### src/rtl/mole_round_controller.sv
// mole_round_controller: sequences one reaction-game session (gap, draw, lit window, judgement)
// and keeps per-game hit/miss/round counters with registered LED and status outputs.
module mole_round_controller #(
  parameter int NUM_ROUNDS = 10,
  parameter int LIT_CYCLES = 50000000,
  parameter int GAP_CYCLES = 25000000,
  parameter int TIMER_W    = 26,
  parameter int MAX_REDRAW = 3
) (
  input  logic       clk_i,
  input  logic       rst_ni,
  input  logic       start_i,
  input  logic       abort_i,
  input  logic [3:0] rnd_in_i,
  input  logic [9:0] btn_i,
  output logic [9:0] led_o,
  output logic [7:0] score_o,
  output logic [7:0] miss_o,
  output logic [7:0] round_o,
  output logic       hit_pulse_o,
  output logic       miss_pulse_o,
  output logic       busy_o,
  output logic       game_over_o
);
  typedef enum logic [2:0] {IDLE, GAP, DRAW, LIT, RESULT, DONE} state_t;
  state_t state_q, state_d;
  logic [TIMER_W-1:0] timer_q, timer_d;
  logic [3:0] target_q, target_d, prev_q, prev_d, rnd_v;
  logic [7:0] redraw_q, redraw_d, score_q, score_d, miss_q, miss_d, round_q, round_d;
  logic [9:0] led_q, led_d;
  logic hit_q, hit_d, missp_q, missp_d, busy_q, busy_d, over_q, over_d;
  logic hit, wrong, tout;
  always_comb begin
    state_d  = state_q;
    timer_d  = timer_q;
    target_d = target_q;
    prev_d   = prev_q;
    redraw_d = redraw_q;
    score_d  = score_q;
    miss_d   = miss_q;
    round_d  = round_q;
    hit_d    = 1'b0;
    missp_d  = 1'b0;
    rnd_v    = rnd_in_i > 4'd9 ? rnd_in_i - 4'd10 : rnd_in_i;
    hit      = |(btn_i & (10'd1 << target_q));
    wrong    = |btn_i;
    tout     = timer_q == TIMER_W'(LIT_CYCLES - 1);
    if (abort_i) state_d = IDLE;
    else case (state_q)
      IDLE, DONE: if (start_i) begin
        state_d = GAP;
        timer_d = '0;
        prev_d  = 4'hF;
        score_d = '0;
        miss_d  = '0;
        round_d = '0;
      end
      GAP: if (timer_q == TIMER_W'(GAP_CYCLES - 1)) begin
        timer_d  = '0;
        redraw_d = '0;
        state_d  = DRAW;
      end else timer_d = timer_q + 1'b1;
      // a repeat of the previous target is redrawn a bounded number of times, then accepted
      DRAW: if (rnd_v == prev_q && redraw_q < 8'(MAX_REDRAW)) redraw_d = redraw_q + 8'd1;
      else begin
        target_d = rnd_v;
        state_d  = LIT;
      end
      LIT: begin
        timer_d = timer_q + 1'b1;
        if (hit || wrong || tout) begin
          state_d = RESULT;
          hit_d   = hit;
          missp_d = !hit;
          score_d = score_q + 8'(hit);
          miss_d  = miss_q + 8'(!hit);
          round_d = round_q + 8'd1;
        end
      end
      RESULT: begin
        prev_d  = target_q;
        timer_d = '0;
        state_d = round_q == 8'(NUM_ROUNDS) ? DONE : GAP;
      end
      default: state_d = IDLE;
    endcase
    led_d  = state_d == LIT ? 10'd1 << target_d : 10'd0;
    busy_d = state_d == GAP || state_d == DRAW || state_d == LIT || state_d == RESULT;
    over_d = state_d == DONE;
  end
  always_ff @(posedge clk_i or negedge rst_ni) begin
    if (!rst_ni) begin
      state_q  <= IDLE;
      timer_q  <= '0;
      target_q <= '0;
      prev_q   <= 4'hF;
      redraw_q <= '0;
      score_q  <= '0;
      miss_q   <= '0;
      round_q  <= '0;
      led_q    <= '0;
      hit_q    <= 1'b0;
      missp_q  <= 1'b0;
      busy_q   <= 1'b0;
      over_q   <= 1'b0;
    end else begin
      state_q  <= state_d;
      timer_q  <= timer_d;
      target_q <= target_d;
      prev_q   <= prev_d;
      redraw_q <= redraw_d;
      score_q  <= score_d;
      miss_q   <= miss_d;
      round_q  <= round_d;
      led_q    <= led_d;
      hit_q    <= hit_d;
      missp_q  <= missp_d;
      busy_q   <= busy_d;
      over_q   <= over_d;
    end
  end
  assign led_o        = led_q;
  assign score_o      = score_q;
  assign miss_o       = miss_q;
  assign round_o      = round_q;
  assign hit_pulse_o  = hit_q;
  assign miss_pulse_o = missp_q;
  assign busy_o       = busy_q;
  assign game_over_o  = over_q;
endmodule

### config.mk
export PLATFORM = sky130hd
export DESIGN_NAME = mole_round_controller
export DESIGN_NICKNAME = d
export VERILOG_FILES = /design/src/rtl/mole_round_controller.sv
export SDC_FILE = /design/constraint.sdc
export NUM_CORES = 1
export LEC_CHECK = 0
export CAP_MARGIN = 0
export CORE_AREA = 2 2 110 112
export DETAILED_ROUTE_END_ITERATION = 12
export DIE_AREA = 0 0 112 114
export DONT_BUFFER_PORTS = 1
export HOLD_SLACK_MARGIN = 0.06
export PLACE_DENSITY_LB_ADDON = 0.12
export SYNTH_ARGS = -nofsm -noshare
export SYNTH_HDL_FRONTEND = slang
export SYNTH_SLANG_ARGS = --single-unit
### constraint.sdc
create_clock -name clk_i -period 3.5 [get_ports clk_i]
set_clock_uncertainty 0.15 [all_clocks]
set_input_delay 0.35 -clock clk_i [delete_from_list [all_inputs] [get_ports clk_i]]
set_output_delay 0.35 -clock clk_i [all_outputs]
set_load 0.02 [all_outputs]
=== Word-level counts from Yosys, hierarchy flattened ===
Cells that the tools add are included.

* Bits in registers: 83
* Bits in latches: 0
* RAM bits: 0
* Bits in read-only memories: 0
* Bits of input ports: 18
* Memories: 0

* Add/subtract/negate cells: 6
* $mul: 0
* Divide/modulo/power cells: 0
* $lt $le $gt $ge: 2
* Eq/ne operators: 18
* Shifts and indexed selects: 2
* Multiplexer cells: 33
* Bitwise gates (word level): 2
* Reduce and logical (&&, ||, !) cells: 19

{| class="wikitable"
|+ Operators with widths
! cell !! number
|-
| $pmux 26 s4 || 1
|-
| $pmux 8 s2 || 4
|-
| $mux 26 || 2
|-
| $mux 8 || 6
|-
| $add 26x1->26 const B || 1
|-
| $eq 26x25->1 const B || 1
|-
| $eq 26x26->1 const B || 1
|-
| $mux 4 || 5
|-
| $reduce_or 10->1 || 2
|-
| $shl 1x4->10 const A || 2
|-
| $mux 3 || 6
|-
| $add 8x1->8 || 2
|-
| $add 8x1->8 const B || 2
|-
| $pmux 3 s5 || 1
|-
| $eq 3x2->1 const B || 4
|-
| $eq 3x3->1 const B || 4
|-
| $and 10x10->10 || 1
|-
| $mux 10 || 1
|-
| $eq 8x4->1 const B || 1
|-
| $lt 8x2->1 const B || 1
|-
| $ne 2x2->1 const B || 4
|-
| $pmux 4 s2 || 1
|-
| $reduce_and 4->1 || 2
|-
| $eq 3x1->1 const B || 2
|-
| other kinds (13) || 25
|}

=== Longest topological paths before layout ===
* Word-level depth: 12
* Gate-level depth with buffers: 12

=== Worst setup path before layout ===
No wires, ideal clock.

* Path type: input-to-reg
* Start point: input rnd_in_i[1]
* End point: register led_q[0] (netlist: led_o[0])
* Library setup time: 0.101 ns
* Arrival: 2.388 ns
* Setup slack: 0.861 ns
* Stages on the path: 9
* Cells stage by stage: inv_1 ha_1 and2_4 o31ai_2 nor4b_2 a311oi_4 mux2i_2 inv_2 nor4_1

* Longest elaborated chain between the ends: 9
* Elaborated cells between the ends (all ways): 14
* Those cells by class: 1 x add/sub; 1 x order compare; 2 x eq/ne; 1 x shift; 8 x mux; 1 x reduce/logical

{| class="wikitable"
|+ Ends and longest elaborated chain
! element !! line !! text
|-
| start, declared || 14 || <nowiki>input logic [3:0] rnd_in_i,</nowiki>
|-
| $sub 4x4->4 / $gt 4x4->1 (equally long branches) || 44 || <nowiki>rnd_v = rnd_in_i > 4'd9 ? rnd_in_i - 4'd10 : rnd_in_i;</nowiki>
|-
| $mux 4 * || 44 ||
|-
| $eq 4x4->1 || 64 || <nowiki>DRAW: if (rnd_v == prev_q && redraw_q < 8'(MAX_REDRAW)) redraw_d = redraw_q + 8'd1;</nowiki>
|-
| $logic_and 1x1->1 || 64 ||
|-
| $mux 4 * || 64 ||
|-
| $mux 4 * || 49 || <nowiki>else case (state_q)</nowiki>
|-
| $mux 4 * || 48 || <nowiki>if (abort_i) state_d = IDLE;</nowiki>
|-
| via target_d[2] || 28 || <nowiki>logic [3:0] target_q, target_d, prev_q, prev_d, rnd_v;</nowiki>
|-
| $shl 1x4->10 * || 87 || <nowiki>led_d = state_d == LIT ? 10'd1 << target_d : 10'd0;</nowiki>
|-
| $mux 10 * || 87 ||
|-
| via led_d[0] || 30 || <nowiki>logic [9:0] led_q, led_d;</nowiki>
|-
| end signal, assigned || 115 || <nowiki>led_q <= led_d;</nowiki>
|-
| end, declared || 30 ||
|}

The timed path passes the listed nets; every way through them passes the cells marked *.
A chain may end at the register's enable or synchronous reset.

=== Worst setup path in the final report ===
* Start point: register target_q[0]
* End point: register miss_q[6] (netlist: miss_o[6])

* Longest elaborated chain between the ends: 7
* Elaborated cells between the ends (all ways): 11
* Those cells by class: 1 x add/sub; 1 x eq/ne; 1 x shift; 2 x mux; 1 x bitwise; 5 x reduce/logical

{| class="wikitable"
|+ Ends and longest elaborated chain
! element !! line !! text
|-
| start, declared || 28 ||
|-
| start signal, assigned || 109 || <nowiki>target_q <= target_d;</nowiki>
|-
| $shl 1x4->10 * || 45 || <nowiki>hit = |(btn_i & (10'd1 << target_q));</nowiki>
|-
| $and 10x10->10 * || 45 ||
|-
| $reduce_or 10->1 * || 45 ||
|-
| $logic_not 1->1 / $logic_or 1x1->1 (equally long branches) || 76, 71 ||
|-
| $add 8x1->8 / $logic_or 1x1->1 (equally long branches) || 76, 71 ||
|-
| $mux 8 / $ne 2x2->1 (equally long branches) || n/a ||
|-
| $pmux 8 s2 / $reduce_and 4->1 (equally long branches) || n/a ||
|-
| end signal, assigned || 113 || <nowiki>miss_q <= miss_d;</nowiki>
|-
| end, declared || 29 || <nowiki>logic [7:0] redraw_q, redraw_d, score_q, score_d, miss_q, miss_d, round_q, round_d;</nowiki>
|}

Every way passes the cells marked *; elsewhere a longest branch is shown, timed or not. The select of a mux whose other input is x is not followed.

==> impl_metrics.env <==
export IMPL_tightestPinTransition_ns=0.737
export IMPL_critPathKind="register to register"
export IMPL_first_pass_iters=4
export IMPL_wire_per_inst_um=16.9
export IMPL_post_route_drc_count=0
export IMPL_yosysMostFrequentCell="dfrtp_1"
export IMPL_swShare_pct=23.8
export IMPL_setup_viol=0
export IMPL_clock_sinks=83
export IMPL_nets=506
export IMPL_synth_area_um2=4580
export IMPL_ys_seq_area_share_pct=45.5
export IMPL_min_path_type="input pin to register"
export IMPL_p_leak_nw=2.10
export IMPL_synth_edf_count=0
export IMPL_gr_total_overflow=0
export IMPL_clock_fmax_ghz=0.352
export IMPL_rows=40
export IMPL_routed_wirelength_um=10600
export IMPL_fin_crit_ns=2.84
export IMPL_finalWorstSetupSlack_ns=0.659
export IMPL_post_route_period_util_pct=81.2
export IMPL_grtUsageTotal_pct=17.7
export IMPL_cp_data_required_time_ns=3.62
export IMPL_dp_slack_ns=0.605
export IMPL_via_per_inst=5.66
export IMPL_postSynthCellCount=479
export IMPL_globalplace_congestion=0.819
export IMPL_drive_gt1_share_pct=10.7
export IMPL_path_clk_slew_ns=0.07
export IMPL_ant_nets=0
export IMPL_worstPathCellList="mux4_2, mux2i_1, nor2_1, a21oi_1, ha_1, ha_1, nand3_1, or3_1, a21oi_1"
export IMPL_grt_setup_unrepaired="false"
export IMPL_syn_nets=506
export IMPL_num_antenna_cells=0
export IMPL_cp_start_kind="register"
export IMPL_dp_hpwl_um=7410
export IMPL_async_flop_share_pct=100
export IMPL_reg2reg_from="target_q[0]"
export IMPL_syn_to_final_growth_pct=11.3
export IMPL_dr_total_vias=3570
export IMPL_critPathSlowestCell="dfrtp_1"
export IMPL_seq_power_share_pct=46.0
export IMPL_synth_top_cell_area_share_pct=43.2
export IMPL_max_cap_violations=0
export IMPL_critPathCaptureType="register"
export IMPL_ys_top_cells_by_count="dfrtp_1 (79), nor2_1 (40), nand2_1 (33), nand3_1 (33), o21ai_0 (26)"
export IMPL_final_hold_viol_count=0
export IMPL_critPathLaunch="target_q[0]"
export IMPL_ys_ff_latch=83
export IMPL_ir_worst_vdd_mv=0.291
export IMPL_cts_max_level=3
export IMPL_status="completed"
export IMPL_post_cts_buffers=0
export IMPL_p_int_mw=1.66
export IMPL_root_buffer="clkbuf_16"
export IMPL_clockBufferDepth=2
export IMPL_yosys_warnings=0
export IMPL_drv_slew=0
export IMPL_utilization_pct=43.5
export IMPL_die_w_um=112
export IMPL_syn_area_per_cell_um2=9.56
export IMPL_p_switching_mw=0.517
export IMPL_setup_tns_final_ns=0
export IMPL_io_pins=56
export IMPL_synthFlopType="dfrtp_1"
export IMPL_grt_pass1_wl_um=17900
export IMPL_grt_max_degree=84
export IMPL_synth_area_top_cells="dfrtp_1 (43%), xnor2_1 (3.6%), nand3_1 (3.6%)"
export IMPL_cts_buffers=9
export IMPL_timing_slew_headroom_pct=50.5
export IMPL_p_per_area_nw_per_um2=427
export IMPL_drt_initial_drc_count=270
export IMPL_cts_tree="built"
export IMPL_core_region_area_um2=11700
export IMPL_die_height_um=114
export IMPL_grt_pass1_vias=3478
export IMPL_clock_power_share_pct=47.4
export IMPL_synth_area_leader_cell="dfrtp_1"
export IMPL_min_delay_start="abort_i"
export IMPL_total_power_mw=2.18
export IMPL_crit_fanout=9
export IMPL_arrival_ns=2.96
export IMPL_antenna_found_initial=0
export IMPL_combPwrFrac_pct=6.6
export IMPL_slowest_delay_ns=0.56
export IMPL_die_area_um2=12800
export IMPL_io_buffer_count=0
export IMPL_ys_types=62
export IMPL_clkLatencyLatePin_ns=0.34
export IMPL_start_util_pct=39.1
## metrics by stage
stage / hold slack (ns) / std cells / area [µm²]
5_1_grt: 0.0820 / 631 / 5090
3_3_place_gp: -0.0939 / 611 / 4710
2_1_floorplan: -0.0956 / 479 / 4580
6_report: 0.0783 / 631 / 5090
3_5_place_dp: -0.0940 / 611 / 4710
4_1_cts: 0.0744 / 631 / 5090
## logic make-up after synthesis
kind of cell / after synthesis / share of synthesized area [%]
multiplexers: 16 / 4.26
adder cells (fa/ha/maj): 10 / 2.68
XOR/XNOR: 23 / 4.40
buffers and inverters: 37 / 3.53
flip-flops: 83 / 45.5
AO/OA/AOI/OAI: 79 / 11.2
AND/OR/NAND/NOR: 231 / 28.4
## flip-flops by register name, indices dropped and copies added (netlist names)
name and count:
miss_pulse_o 1, prev_q 4, redraw_q 8, hit_pulse_o 1, score_o 8, game_over_o 1
miss_o 8, state_q 3, round_o 8, timer_q 26, busy_o 1, led_o 10
target_q 4
## per-layer routing
layer / up-vias / global-route usage [%] / wire (µm)
met3: 16 / 3.93 / 500
met1: 1733 / 24.6 / 5080
li1: 1746 / - / -
met4: 0 / 9.19 / 248
met2: 75 / 25.9 / 4810
met5: - / 0 / 0
## area by class of cell
type                            count  area (µm²)
Clock buffer                        9         225
Clock inverter                      7         101
Tap cell                          147         184
Sequential cell                    83        2080
Fill cell                        1170        6620
Multi-Input combinational cell    359        2340
Inverter                           16        60.1
Timing Repair Buffer               10         103
## placed cells by master, fill, tap and decap left out, drive strengths merged, types with 10 or more instances in the layout
| cell type | count |
|---|---|
| nand2 | 33 |
| or3 | 11 |
| o21ai | 29 |
| a21oi | 24 |
| nand3 | 33 |
| nand4 | 10 |
| inv | 17 |
| nor4 | 23 |
| nor3 | 24 |
| nor2 | 41 |
| xnor2 | 19 |
| dfrtp | 79 |
## path summary, 6_finish.rpt
path                          endpoint  slack, ns  cells past startpoint
hold reg to reg            redraw_q[5]       0.34                      1
max in group asynchronous    prev_q[3]       2.40                      2
setup reg to reg             miss_o[6]       0.66                      9
hold / removal             redraw_q[2]       0.08                      2
setup / recovery             miss_o[6]       0.66                      9
min in group asynchronous     led_o[9]       0.44                      2
## power by group through the flow
stage,sequential [mW],clock (mW),combinational (mW)
after floorplan,1.01,0,0.103
after global placement,1.02,0,0.117
after detailed placement,1.02,0,0.118
after CTS,1.00,1.06,0.146
after global routing,1.00,1.10,0.163
final,1.00,1.03,0.143
## worst max-delay path: cells and delay by family (launching register included)
| kind | cells | cell delay [ns] |
|---|---|---|
| mux | 2 | 0.69 |
| flops | 1 | 0.56 |
| simple gates | 3 | 0.47 |
| fa+ha+maj | 2 | 0.45 |
| compound gates | 2 | 0.45 |
## what timing repair did
item | in CTS | in global routing
gates resized for setup | 0 | 0
endpoints found under the hold margin | 90 | 0
hold buffers | 4 | 0
Note: power is estimated with default switching activity, not from simulation.
